**config.mk**
```make
export PLATFORM = sky130hd
export DESIGN_NAME = acc_out_port
export DESIGN_NICKNAME = d
export VERILOG_FILES = /design/src/rtl/acc_out_port_pkg.sv /design/src/rtl/out_fifo_mem.sv /design/src/rtl/acc_out_port.sv
export SDC_FILE = /design/constraint.sdc
export NUM_CORES = 1
export LEC_CHECK = 0
export BUFFER_PORTS_ARGS = -buffer_cell sky130_fd_sc_hd__buf_2
export CORE_UTILIZATION = 40
export CTS_CLUSTER_SIZE = 10
export DETAILED_ROUTE_END_ITERATION = 12
export PLACE_DENSITY = 0.58
export SKIP_LAST_GASP = 1
export SLEW_MARGIN = 10
export SYNTH_ARGS = -nofsm -noshare
export SYNTH_HDL_FRONTEND = slang
export SYNTH_SLANG_ARGS = --single-unit
```
**constraint.sdc**
```tcl
create_clock -name CLK -period 2.2 [get_ports CLK]
set_input_delay 0.33 -clock CLK [delete_from_list [all_inputs] [get_ports CLK]]
set_output_delay 0.33 -clock CLK [all_outputs]
set_load 0.05 [all_outputs]
```
**src/rtl/acc_out_port_pkg.sv**
```systemverilog
// Shared definitions for the accumulator output port.
//   NibbleWidth  : data width of the accumulator (4 bits)
//   DefaultDepth : default number of FIFO entries
//   occ_e/occ_of : occupancy classification derived from the entry count
package acc_out_port_pkg;

    localparam int unsigned NibbleWidth  = 4;
    localparam int unsigned DefaultDepth = 4;

    typedef enum logic [1:0] {
        OccEmpty,
        OccActive,
        OccFull
    } occ_e;

    function automatic occ_e occ_of(input int unsigned level, input int unsigned depth);
        if (level == 0) begin
            return OccEmpty;
        end else if (level >= depth) begin
            return OccFull;
        end else begin
            return OccActive;
        end
    endfunction

endpackage

```
**src/rtl/out_fifo_mem.sv**
```systemverilog
// Storage array for the output FIFO: DEPTH x WIDTH registers.
//   CLK   : clock; the write happens on posedge
//   we    : write enable
//   waddr : write address
//   wdata : write data
//   raddr : asynchronous read address
//   rdata : contents of entry raddr (combinational)
module out_fifo_mem
    import acc_out_port_pkg::*;
#(
    parameter int unsigned WIDTH = NibbleWidth,
    parameter int unsigned DEPTH = DefaultDepth,
    localparam int unsigned AddrW = $clog2(DEPTH)
) (
    input  logic             CLK,
    input  logic             we,
    input  logic [AddrW-1:0] waddr,
    input  logic [WIDTH-1:0] wdata,
    input  logic [AddrW-1:0] raddr,
    output logic [WIDTH-1:0] rdata
);

    // Contents are not reset; nothing is read from an entry before it is written.
    logic [WIDTH-1:0] mem_q [DEPTH];

    always_ff @(posedge CLK) begin
        if (we) begin
            mem_q[waddr] <= wdata;
        end
    end

    assign rdata = mem_q[raddr];

endmodule

```
**src/rtl/acc_out_port.sv**
```systemverilog
// Output-side consumer of the accumulator. Each out_en strobe pushes acc_q into a small FIFO;
// the FIFO head is offered to an external device over a valid/ready handshake.
//   CLK        : system clock
//   RESET      : synchronous, active-high reset
//   acc_q      : current accumulator value
//   out_en     : push acc_q this cycle
//   full       : FIFO holds DEPTH entries (registered)
//   overflow   : sticky; a push was dropped because the FIFO was full
//   level      : number of entries held
//   port_data  : FIFO head offered to the peripheral (registered)
//   port_valid : port_data is valid (registered)
//   port_ready : peripheral accepts port_data this cycle
module acc_out_port
    import acc_out_port_pkg::*;
#(
    parameter int unsigned WIDTH = NibbleWidth,
    parameter int unsigned DEPTH = DefaultDepth,
    localparam int unsigned PtrW = $clog2(DEPTH),
    localparam int unsigned LvlW = PtrW + 1
) (
    input  logic            CLK,
    input  logic            RESET,
    input  logic [WIDTH-1:0] acc_q,
    input  logic            out_en,
    output logic            full,
    output logic            overflow,
    output logic [LvlW-1:0] level,
    output logic [WIDTH-1:0] port_data,
    output logic            port_valid,
    input  logic            port_ready
);

    logic [PtrW-1:0]  wr_ptr_q, wr_ptr_d;
    logic [PtrW-1:0]  rd_ptr_q, rd_ptr_d;
    logic [LvlW-1:0]  level_q, level_d;
    logic             port_valid_q, port_valid_d;
    logic             full_q, full_d;
    logic             overflow_q, overflow_d;
    logic [WIDTH-1:0] port_data_q, port_data_d;
    logic [WIDTH-1:0] mem_rdata;
    logic             push, pop, head_bypass;
    occ_e             occ;

    always_comb begin
        occ      = occ_of(32'(level_q), DEPTH);
        pop      = port_valid_q & port_ready;
        // A pop in the same cycle frees the slot, so a push into a full FIFO is still accepted.
        push     = out_en & ((occ != OccFull) | pop);
        wr_ptr_d = wr_ptr_q + PtrW'(push);
        rd_ptr_d = rd_ptr_q + PtrW'(pop);
        level_d  = level_q + LvlW'(push) - LvlW'(pop);

        // The new head is the nibble being written this cycle when nothing else remains ahead of
        // it; the array only holds it after the edge, so take it straight from acc_q.
        head_bypass = push & ((level_q - LvlW'(pop)) == '0);

        port_valid_d = (level_d != '0);
        full_d       = (level_d == LvlW'(DEPTH));
        overflow_d   = overflow_q | (out_en & ~push);

        port_data_d = port_data_q;
        if (head_bypass) begin
            port_data_d = acc_q;
        end else if (port_valid_d) begin
            port_data_d = mem_rdata;
        end
    end

    always_ff @(posedge CLK) begin
        if (RESET) begin
            wr_ptr_q     <= '0;
            rd_ptr_q     <= '0;
            level_q      <= '0;
            port_valid_q <= 1'b0;
            port_data_q  <= '0;
            full_q       <= 1'b0;
            overflow_q   <= 1'b0;
        end else begin
            wr_ptr_q     <= wr_ptr_d;
            rd_ptr_q     <= rd_ptr_d;
            level_q      <= level_d;
            port_valid_q <= port_valid_d;
            port_data_q  <= port_data_d;
            full_q       <= full_d;
            overflow_q   <= overflow_d;
        end
    end

    // Writes are gated by RESET so a push coinciding with reset leaves no trace.
    out_fifo_mem #(
        .WIDTH (WIDTH),
        .DEPTH (DEPTH)
    ) u_mem (
        .CLK   (CLK),
        .we    (push & ~RESET),
        .waddr (wr_ptr_q),
        .wdata (acc_q),
        .raddr (rd_ptr_d),
        .rdata (mem_rdata)
    );

    assign full       = full_q;
    assign overflow   = overflow_q;
    assign level      = level_q;
    assign port_data  = port_data_q;
    assign port_valid = port_valid_q;

endmodule

```
==> impl_results.html <==
<table>
<tr><th>Metric</th><th>Value</th></tr>
<tr><th colspan="2">Logic synthesis</th></tr>
<tr><td>Adder and majority cell fraction of the synthesized area</td><td>6.53%</td></tr>
<tr><td>Number of distinct standard cells referenced by the synthesized netlist</td><td>27</td></tr>
<tr><td>Dominant combinational cell family by area after synthesis</td><td>multiplexers</td></tr>
<tr><td>Synthesized-area fraction occupied by ao, oa, aoi and oai cells</td><td>5.64%</td></tr>
<tr><td>Nets in the synthesized netlist</td><td>103</td></tr>
<tr><td>Count of mapped cells out of synthesis</td><td>89</td></tr>
<tr><td>Post-synthesis register bit count</td><td>30</td></tr>
<tr><td>Yosys warns</td><td>0</td></tr>
<tr><td>Syn Area/Cell</td><td>14.2 um2</td></tr>
<tr><td>Sequential-to-total area share from yosys stat</td><td>60.2%</td></tr>
<tr><td>Mux cell area share after synthesis</td><td>10.3%</td></tr>
<tr><td>Xor-xnor portion of the synthesized cell area</td><td>4.26%</td></tr>
<tr><td>Simple-gate portion of the synthesized area</td><td>9.80%</td></tr>
<tr><td>Cell area after synthesis</td><td>1260 um2</td></tr>
<tr><th colspan="2">Placed design</th></tr>
<tr><td>HPWL Detailed</td><td>1740 um</td></tr>
<tr><td>I/O Buffers</td><td>17</td></tr>
<tr><td>Pre-CTS setup slack</td><td>-0.125 ns</td></tr>
<tr><td>DP Cell Count</td><td>162</td></tr>
<tr><td>Final weighted congestion in routability-driven placement</td><td>0.820</td></tr>
<tr><th colspan="2">Pwr</th></tr>
<tr><td>Post-layout total power</td><td>0.00252 W</td></tr>
<tr><td>Static power due to leakage</td><td>0.665 nW</td></tr>
<tr><td>VDD IR max</td><td>0.000887 V</td></tr>
<tr><td>Power density over the cells</td><td>1540 nW/um2</td></tr>
<tr><th colspan="2">Die</th></tr>
<tr><td>Initial cell density of the core</td><td>41.7%</td></tr>
<tr><td>Standard-cell rows</td><td>20</td></tr>
<tr><td>Boundary Pins</td><td>18</td></tr>
<tr><td>Die height</td><td>58.2 um</td></tr>
<tr><td>Core box area</td><td>3030 um2</td></tr>
<tr><td>Die Wd</td><td>58.2 um</td></tr>
<tr><td>Total die area</td><td>3390 um2</td></tr>
<tr><th colspan="2">Detailed routing</th></tr>
<tr><td>Iter 0 DRT Violations</td><td>27</td></tr>
<tr><td>Via count</td><td>788</td></tr>
<tr><td>Total Routed Length</td><td>2440 um</td></tr>
<tr><td>Total DRC errors in the routed layout</td><td>0</td></tr>
<tr><td>Post-detailed-route via-to-cell ratio</td><td>4.58</td></tr>
<tr><td>Post-DRT Antenna Nets</td><td>0</td></tr>
<tr><td>DRT Pass-1 Iters</td><td>4</td></tr>
<tr><td>Routed length per placed instance</td><td>14.2 um</td></tr>
<tr><th colspan="2">Critical path</th></tr>
<tr><td>Data arrival time of the critical path</td><td>2.44 ns</td></tr>
<tr><td>Crit path kind</td><td>flop to flop</td></tr>
<tr><td>Path depth of the worst reg2reg path</td><td>10</td></tr>
<tr><td>Critical path startpoint</td><td>level[2]</td></tr>
<tr><td>Critical path required time</td><td>2.45 ns</td></tr>
<tr><td>Worst-path fanout max</td><td>5</td></tr>
<tr><td>Critical Path Source Type</td><td>flop</td></tr>
<tr><td>Destination of the critical timing path</td><td>port_data[3]</td></tr>
<tr><td>Endpoint class of the critical path</td><td>flop</td></tr>
<tr><td>RR Startpoint</td><td>level[2]</td></tr>
<tr><td>Minimum setup slack among reg-to-reg paths</td><td>0.02 ns</td></tr>
<tr><td>Reg2Reg Capture Point</td><td>port_data[3]</td></tr>
<tr><th colspan="2">Global routing</th></tr>
<tr><td>Maximum number of pins on one net before global-route repair</td><td>11</td></tr>
<tr><td>Grt total ovfl</td><td>0</td></tr>
<tr><td>Vias in the first global route</td><td>769</td></tr>
<tr><td>Total global routing track utilization</td><td>16.3%</td></tr>
<tr><td>Global-route wire length before repair</td><td>3760 um</td></tr>
<tr><td>Antenna violations before repair</td><td>0</td></tr>
<tr><th colspan="2">STA</th></tr>
<tr><td>Worst Slack Setup Final</td><td>0.0171 ns</td></tr>
<tr><td>Number of setup violations in the final report</td><td>0</td></tr>
<tr><td>F_max</td><td>0.458 GHz</td></tr>
<tr><td>Max-slew headroom</td><td>79.6%</td></tr>
<tr><td>Period minus WS final</td><td>2.18 ns</td></tr>
<tr><td>Worst Skew</td><td>0.00828 ns</td></tr>
<tr><td>Fin crit share</td><td>99.2%</td></tr>
<tr><td>Hold Vio Cnt, Final</td><td>0</td></tr>
<tr><td>Actual slew at the worst max-slew pin</td><td>0.305 ns</td></tr>
<tr><td>RSZ-0062 raised after global routing</td><td>true</td></tr>
<tr><td>Number of slew-limit violations in the final report</td><td>0</td></tr>
<tr><th colspan="2">Run status</th></tr>
<tr><td>Run status</td><td>finished, final reports clean</td></tr>
<tr><th colspan="2">Finish</th></tr>
<tr><td>Most common cell after layout, fill and taps aside</td><td>sky130_fd_sc_hd__buf_2</td></tr>
<tr><td>Final core occ</td><td>54.0%</td></tr>
<tr><td>Total of fill cells in the finished design</td><td>277</td></tr>
<tr><td>Final cell count without fillers</td><td>172</td></tr>
<tr><td>Commonest cells after routing, fill and taps aside</td><td>sky130_fd_sc_hd__buf_2 (17), sky130_fd_sc_hd__buf_4 (16), sky130_fd_sc_hd__edfxtp_1 (16)</td></tr>
<tr><td>Antenna diode count</td><td>0</td></tr>
<tr><td>Final net count</td><td>141</td></tr>
<tr><td>Post-synthesis to final-layout area growth</td><td>29.4%</td></tr>
<tr><td>Share of layout cells above drive strength 1</td><td>46.1%</td></tr>
<tr><th colspan="2">Clock tree</th></tr>
<tr><td>Hold buffers post-CTS</td><td>0</td></tr>
<tr><td>Clock buffer depth</td><td>2</td></tr>
<tr><td>TritonCTS clock tree</td><td>done</td></tr>
<tr><td>Clock transition time at the flip-flop clock pins of the worst setup and hold paths</td><td>0.09 ns</td></tr>
<tr><td>Clk root buf</td><td>sky130_fd_sc_hd__clkbuf_4</td></tr>
<tr><td>Clock insertion delay at the later pin of the skew report</td><td>0.32 ns</td></tr>
<tr><td>TritonCTS buffer count</td><td>5</td></tr>
<tr><td>TritonCTS sink count</td><td>30</td></tr>
<tr><td>H-tree level count</td><td>2</td></tr>
<tr><th colspan="2">Job</th></tr>
<tr><td>MaxCap Viol Count</td><td>0</td></tr>
<tr><th colspan="2">Worst hold path</th></tr>
<tr><td>Class of the tightest hold or removal check</td><td>input port to flop</td></tr>
</table>
area by class of cell:
class / count / area (um2) / share of cell area [%]
well taps: 44 / 55.1 / 3.37
flip-flops and latches: 30 / 768 / 47.0
repair buffers: 33 / 205 / 12.5
clock buffers: 6 / 41.3 / 2.52
inverters: 7 / 26.3 / 1.61
multi-input cells: 50 / 531 / 32.4
clock inverters: 2 / 8.76 / 0.536
cell families after synthesis:
group | after synthesis
AOI/OAI and AO/OA | 11
xor gates and xnor gates | 4
adders and majority gates | 6
buffers and inverters | 9
DFF | 30
muxes | 8
and+or+nand+nor | 21
worst max-delay path: stages (launching register included):
cell,delay [ns]
sky130_fd_sc_hd__dfxtp_4,0.35
sky130_fd_sc_hd__a21bo_4,0.18
sky130_fd_sc_hd__nand2_4,0.06
sky130_fd_sc_hd__ha_4,0.26
sky130_fd_sc_hd__inv_2,0.04
sky130_fd_sc_hd__ha_4,0.15
sky130_fd_sc_hd__fa_2,0.34
sky130_fd_sc_hd__xor3_4,0.29
sky130_fd_sc_hd__nand2_4,0.08
sky130_fd_sc_hd__or2_4,0.26
sky130_fd_sc_hd__a21oi_1,0.12
stage by stage:
stage               hold WS [ns]  setup TNS [ns]  area, um2
floorplan                  0.429          -0.372       1290
detailed placement         0.464          -0.632       1530
finish                     0.241               0       1640
global route               0.215          -0.188       1640
global placement           0.451          -0.381       1530
CTS                        0.231               0       1620
state kept, by name, indices dropped and copies added (netlist names):
signal	count
u_mem.mem_q	16
level	3
overflow	1
port_data	4
rd_ptr_q	2
wr_ptr_q	2
port_valid	1
full	1
per-layer routing:
metal / share of wire (%) / wire length (um) / GRT usage (%)
met5: 0 / 0 / 0
met2: 50 / 1230 / 24.3
met4: 1.6 / 40 / 7.14
met3: 2.7 / 65 / 6.70
met1: 45 / 1110 / 21.0
worst min-delay path by stage:
| stage | startpoint | endpoint | slack, ns | cells past startpoint |
|---|---|---|---|---|
| 2_1_floorplan | acc_q[0] | u_mem.mem_q[0][0] | 0.43 | 0 |
| 3_3_place_gp | overflow | overflow | 0.45 | 2 |
| 3_5_place_dp | overflow | overflow | 0.46 | 2 |
| 4_1_cts | acc_q[2] | u_mem.mem_q[3][2] | 0.23 | 1 |
| 5_1_grt | acc_q[2] | u_mem.mem_q[1][2] | 0.21 | 1 |
| 6_report | acc_q[2] | u_mem.mem_q[1][2] | 0.24 | 1 |
report_power, final:
group	switching [W]	internal, W
logic	0.000791	0.000644
clock network	0.000181	0.000120
registers	0.0000712	0.000715
total	0.00104	0.00148
what timing repair did:
item                       4_1_cts  5_1_grt
buffers inserted                 2        0
pin swaps                        3        2
setup endpoints to repair        6        4
resized for setup                5        3
synth_stat cells (all sizes together):
cell | number | area [um2]
edfxtp | 16 | 480
dfxtp | 14 | 280
inv | 7 | 26.3
a21oi | 5 | 25.0
ha | 5 | 62.6
nor2b | 5 | 31.3
mux2i | 4 | 40.0
mux4 | 4 | 90.1
nor2 | 4 | 15.0
o31ai | 4 | 30.0
nand2 | 3 | 11.3
and4 | 2 | 20.0
nor3b | 2 | 15.0
xnor2 | 2 | 17.5
a21bo | 1 | 10.0
a31oi | 1 | 6.26
and2 | 1 | 6.26
buf | 1 | 11.3
clkbuf | 1 | 3.75
fa | 1 | 20.0
nand3 | 1 | 5.00
nor3 | 1 | 5.00
nor4 | 1 | 6.26
or2 | 1 | 8.76
xor2 | 1 | 8.76
xor3 | 1 | 27.5
(Power assumes the default switching activity.)
